**src/rtl/csa_seq_multiplier.sv**
```systemverilog
// Iterative tagged multiplier: folds PP_PER_CYCLE partial products per cycle into a
// carry-save sum/carry pair, then resolves with a single carry-propagate add.
module csa_seq_multiplier #(
    parameter int WIDTH        = 32,
    parameter int PP_PER_CYCLE = 4,
    parameter int TAG_W        = 4
) (
    input  logic                 clk,
    input  logic                 reset,
    input  logic                 flush,
    input  logic                 in_valid,
    output logic                 in_ready,
    input  logic                 in_signed,
    input  logic [WIDTH-1:0]     in_a,
    input  logic [WIDTH-1:0]     in_b,
    input  logic [TAG_W-1:0]     in_tag,
    output logic                 out_valid,
    input  logic                 out_ready,
    output logic [2*WIDTH-1:0]   out_product,
    output logic [TAG_W-1:0]     out_tag,
    output logic                 busy
);
    localparam int ITER  = WIDTH / PP_PER_CYCLE;
    localparam int PW    = 2 * WIDTH;
    localparam int CNT_W = $clog2(ITER + 1);

    typedef enum logic [1:0] {IDLE, ACCUM, RESOLVE, DONE} state_t;

    state_t             state_reg, state_next;
    logic [CNT_W-1:0]   cnt_reg;
    logic [PW-1:0]      a_sh_reg;
    logic [WIDTH:0]     b_sh_reg;
    logic [PW-1:0]      sum_reg, carry_reg;
    logic               neg_reg;
    logic [TAG_W-1:0]   tag_hold_reg;
    logic [PW-1:0]      product_reg;
    logic [TAG_W-1:0]   tag_out_reg;

    logic               accept;
    logic               a_neg, b_neg;
    logic [WIDTH:0]     a_ext, b_ext, a_mag, b_mag;
    logic [PW-1:0]      cpa_sum, resolved;
    logic [PW-1:0]      sum_next, carry_next;

    assign in_ready    = (state_reg == IDLE);
    assign out_valid   = (state_reg == DONE);
    assign busy        = (state_reg != IDLE);
    assign out_product = product_reg;
    assign out_tag     = tag_out_reg;
    assign accept      = in_valid & in_ready & ~flush;

    // One extra magnitude bit so that -2^(WIDTH-1) negates without overflow
    assign a_neg = in_signed & in_a[WIDTH-1];
    assign b_neg = in_signed & in_b[WIDTH-1];
    assign a_ext = {a_neg, in_a};
    assign b_ext = {b_neg, in_b};
    assign a_mag = a_neg ? -a_ext : a_ext;
    assign b_mag = b_neg ? -b_ext : b_ext;

    // 3:2 compressor chain: each stage absorbs one partial product, no word-wide carry
    genvar gi;
    generate
        for (gi = 0; gi < PP_PER_CYCLE; gi++) begin : g_csa
            logic [PW-1:0] s_in, c_in, pp, s_out, c_out;
            if (gi == 0) begin : g_first
                assign s_in = sum_reg;
                assign c_in = carry_reg;
            end else begin : g_next
                assign s_in = g_csa[gi-1].s_out;
                assign c_in = g_csa[gi-1].c_out;
            end
            assign pp    = b_sh_reg[gi] ? (a_sh_reg << gi) : '0;
            assign s_out = s_in ^ c_in ^ pp;
            assign c_out = ((s_in & c_in) | (s_in & pp) | (c_in & pp)) << 1;
        end
    endgenerate

    assign sum_next   = g_csa[PP_PER_CYCLE-1].s_out;
    assign carry_next = g_csa[PP_PER_CYCLE-1].c_out;
    assign cpa_sum    = sum_reg + carry_reg;
    assign resolved   = neg_reg ? -cpa_sum : cpa_sum;

    always_comb begin
        state_next = state_reg;
        case (state_reg)
            IDLE:    if (accept) state_next = ACCUM;
            ACCUM:   if (cnt_reg == CNT_W'(ITER - 1)) state_next = RESOLVE;
            RESOLVE: state_next = DONE;
            DONE:    if (out_ready) state_next = IDLE;
            default: state_next = IDLE;
        endcase
        if (flush) state_next = IDLE;
    end

    always_ff @(posedge clk or posedge reset) begin
        if (reset) begin
            state_reg    <= IDLE;
            cnt_reg      <= '0;
            a_sh_reg     <= '0;
            b_sh_reg     <= '0;
            sum_reg      <= '0;
            carry_reg    <= '0;
            neg_reg      <= 1'b0;
            tag_hold_reg <= '0;
            product_reg  <= '0;
            tag_out_reg  <= '0;
        end else begin
            state_reg <= state_next;
            case (state_reg)
                IDLE: if (accept) begin
                    a_sh_reg     <= {{(WIDTH-1){1'b0}}, a_mag};
                    b_sh_reg     <= b_mag;
                    neg_reg      <= a_neg ^ b_neg;
                    tag_hold_reg <= in_tag;
                    sum_reg      <= '0;
                    carry_reg    <= '0;
                    cnt_reg      <= '0;
                end
                ACCUM: begin
                    sum_reg   <= sum_next;
                    carry_reg <= carry_next;
                    a_sh_reg  <= a_sh_reg << PP_PER_CYCLE;
                    b_sh_reg  <= b_sh_reg >> PP_PER_CYCLE;
                    cnt_reg   <= cnt_reg + CNT_W'(1);
                end
                RESOLVE: if (!flush) begin
                    product_reg <= resolved;
                    tag_out_reg <= tag_hold_reg;
                end
                default: ;
            endcase
            if (flush) cnt_reg <= '0;
        end
    end
endmodule

```
**config.mk**
```make
export PLATFORM = sky130hd
export DESIGN_NAME = csa_seq_multiplier
export DESIGN_NICKNAME = d
export VERILOG_FILES = /design/src/rtl/csa_seq_multiplier.sv
export SDC_FILE = /design/constraint.sdc
export NUM_CORES = 2
export LEC_CHECK = 0
export BUFFER_PORTS_ARGS = -buffer_cell sky130_fd_sc_hd__buf_2
export CAP_MARGIN = 20
export CORE_MARGIN = 2
export CORE_UTILIZATION = 55
export CTS_CLUSTER_SIZE = 20
export DETAILED_ROUTE_END_ITERATION = 12
export PLACE_DENSITY = 0.76
export RECOVER_POWER = 100
export SETUP_SLACK_MARGIN = 0.3
export SYNTH_ARGS = -nofsm -noshare
export SYNTH_HDL_FRONTEND = slang
export SYNTH_SLANG_ARGS = --single-unit
export TNS_END_PERCENT = 10
```
**constraint.sdc**
```tcl
create_clock -name clk -period 16.88 [get_ports clk]
set_input_delay 1.688 -clock clk [delete_from_list [all_inputs] [get_ports clk]]
set_output_delay 1.688 -clock clk [all_outputs]
set_load 0.02 [all_outputs]
```
==> summary.md <==
| Metric | Value |
|---|---|
| Outcome | `finished, violations left` |
| Failing checks | `max-capacitance violations, max-slew violations` |
| Ys flop type | `dfrtp_1` |
| Post-synthesis mux area share | `0.00622` |
| EDFF count, synth | `0` |
| Avg Inst Size Synth | `between 8 and 9 um^2` |
| Top-count cell post-synth | `nand2_1` |
| IO Pins | `approximately 150` |
| Hold Path Class | `reg2reg` |
| Final Hold Vio Count | `0` |
| CP Data Required Time | `about 17 ns` |
| Antenna violations before repair | `0` |
| Initial DRT Pass Iterations | `6` |
| Yosys top cell area share | `0.287` |
| Synth area leader | `dfrtp_1` |
| Pwr dens | `170 nW/um^2` |
| Critical path arrival | `roughly 10 ns` |
| Per-cell routed wire length | `around 19 um` |
| Height of the die | `about 220 um` |
| RSZ-0062 raised after global routing | `false` |
| Hold buffer count at CTS | `0` |
| Worst-margin pin slew | `~5.7 ns` |
| First-pass GRT wire length | `120000 um` |
| CTS Sinks | `300` |
| Die width | `222 um` |
| Initial core utilization | `0.560` |
| Worst VDD drop | `~0.00019 V` |
| First DRT Iteration DRCs | `about 2200` |
| Slew headroom | `-2.82` |
| Seq cells post-synth | `300` |
| Crit path largest cell delay | `2.65 ns` |
| Vias in the first global route | `roughly 23000` |
| Clk slew on worst S/H paths | `0.05 ns` |
| Top cells by count, synth | `nand2_1, dfrtp_1, inv_1` |
| Area Growth Syn to Fin | `7.68%` |
| Post CTS Setup Buffer Count | `0` |
| Final WL | `72000 um` |
| DRT antenna net count | `0` |
| H-tree depth | `2` |
| Setup CP Type | `reg2reg` |
| Xor and xnor area share after synthesis | `0.0509` |
| Yosys warns | `0` |
| CP Max Fanout | `110` |
| Port bufs | `between 100 and 150` |
| Resized cells post-CTS | `0` |
| Synthesized instance count | `a little over 3000` |
| CTS buffer count | `36` |
| Largest cells by area after synthesis | `dfrtp_1, fa_1, nand2_1` |
| Diodes inserted | `0` |
| Die ar. | `between 40000 and 50000 um^2` |
| Final Cycle Share | `0.583` |
| Drc violations | `0` |
| Grt ovf | `0` |
| Pwr Total | `about 4.8 mW` |
| Register area share after synthesis | `0.287` |
| Crit-path cells | `inv_1 > ha_1 > clkbuf_1 > a21boi_0 > clkbuf_1 > o31ai_1` |
| Setup TNS | `0 ns` |
| Largest net degree at the start of global routing | `about 190` |
| Largest family of logic cells by synthesized area | `simple AND/OR/NAND/NOR gates` |
| Clock Path Buffers | `3` |
| Vias | `~23000` |
| Ys async rst share | `1.00` |
| # rows | `79` |
| TritonCTS clock tree | `done` |
| Synthesized Nets | `3504` |
| Gpl congestion | `0.940` |
| Fill cells | `4093` |
| Setup violations, final | `0` |
| Layout Skew | `between 0.015 and 0.02 ns` |
| Cell area after synthesis | `~26000 um^2` |
| Layout cells sized above 1 | `0.0519` |
| Synth Area in Adders | `0.220` |
| Cell repeated most along the worst path | `clkbuf_1` |
| Synth Area in Compound Gates | `0.139` |
| Nature of the critical path endpoint | `register` |
| Max Cap Viol | `10` |
| Clock root buffer | `clkbuf_16` |
| Worst Path Buf+Inv | `3` |
| Area occupied by multi-input gates | `around 17000 um^2` |
| Number of library cell types mapped by synthesis | `between 70 and 80` |
| F_max | `102 MHz` |
| Via density | `5.97` |
| CORE AREA | `46800 um^2` |
| DP Wirelength | `between 50000 and 60000 um` |
| Crit start category | `register` |
| Leakage power | `between 10 and 15 nW` |
| Minimum clock period after layout | `about 9.8 ns` |
| Crit-path leading delay family | `buffers and inverters` |
| Skew-Pair Late Insertion Delay | `about 0.56 ns` |
| Total Nets Final | `between 3000 and 4000` |
| FF+latch area | `~7500 um^2` |
| CP max-delay cell | `clkbuf_1` |
| GRT Resource Usage Total | `0.300` |
| Simple-gate share of the synthesized area | `0.234` |
| Fin. max-slew vios | `about 780` |
tightest hold or removal path, cell delays in order (launching register included):
cell     delay [ns]
dfrtp_1        0.33
nand2_1        0.05
nand2_1        0.04
placed cells by master (no fill, tap or decap), drive strengths merged, types with 20 or more instances in the layout:
| cell type | count |
|---|---|
| a21oi | 166 |
| and2 | 193 |
| buf | 79 |
| clkbuf | 137 |
| dfrtp | 300 |
| fa | 243 |
| ha | 71 |
| inv | 275 |
| nand2 | 595 |
| nand2b | 23 |
| nand3 | 177 |
| nand4 | 32 |
| nor2 | 146 |
| nor3 | 30 |
| nor4 | 20 |
| o21ai | 211 |
| o22ai | 28 |
| o31ai | 23 |
| or3 | 22 |
| xnor2 | 68 |
| xor2 | 84 |
final cells by class:
| class | instances | area share |
|---|---|---|
| multi-input cells | 2380 | 0.603 |
| flip-flops and latches | 300 | 0.267 |
| inverters | 275 | 0.0367 |
| clock buffers | 57 | 0.0365 |
| well taps | 607 | 0.0270 |
| repair buffers | 159 | 0.0267 |
| clock inverters | 6 | 0.00346 |
worst paths after layout:
| path | cells past startpoint | end | slack [ns] | from |
|---|---|---|---|---|
| min in group asynchronous | 2 | out_product[0] | 2.88 | reset |
| max in group asynchronous | 3 | neg_reg | 8.75 | reset |
| min | 2 | out_tag[0] | 0.46 | tag_hold_reg[0] |
| max reg2reg | 6 | g_csa[0].s_in[2] | 7.03 | state_reg[1] |
| min reg2reg | 2 | out_tag[0] | 0.46 | tag_hold_reg[0] |
| max | 6 | g_csa[0].s_in[2] | 7.03 | state_reg[1] |
routing by layer:
metal / up-vias / GRT usage / wire length (um)
li1: 10440 / - / -
met1: 11129 / 0.434 / 32400
met2: 902 / 0.456 / 31800
met3: 104 / 0.0706 / 6390
met4: 0 / 0.0778 / 1530
met5: - / 0 / 0
stage by stage:
| step | cell area, um^2 | hold WS, ns | instances | worst slack [ns] | utilization |
|---|---|---|---|---|---|
| 2_1_floorplan | 26200 | 0.433 | 3116 | 6.90 | - |
| 3_3_place_gp | 27200 | 0.443 | 3719 | 11.58 | 0.582 |
| 3_5_place_dp | 27200 | 0.445 | 3719 | 11.54 | 0.582 |
| 4_1_cts | 28300 | 0.460 | 3782 | 11.53 | 0.606 |
| 5_1_grt | 28200 | 0.486 | 3784 | 5.90 | 0.603 |
| 6_report | 28200 | 0.457 | 3784 | 7.03 | 0.603 |
power by group:
part           switching (mW)  internal, mW  leakage (nW)
Combinational            1.80          1.03          9.10
Clock                   0.315         0.449         0.542
Sequential              0.254         0.930          3.97
cell families after synthesis:
group | count (synthesis)
compound gates | 596
xor+xnor | 152
fa+ha+maj | 314
buf+inv | 436
flops | 300
mux | 15
simple gates | 1303
(Power assumes the default switching activity.)
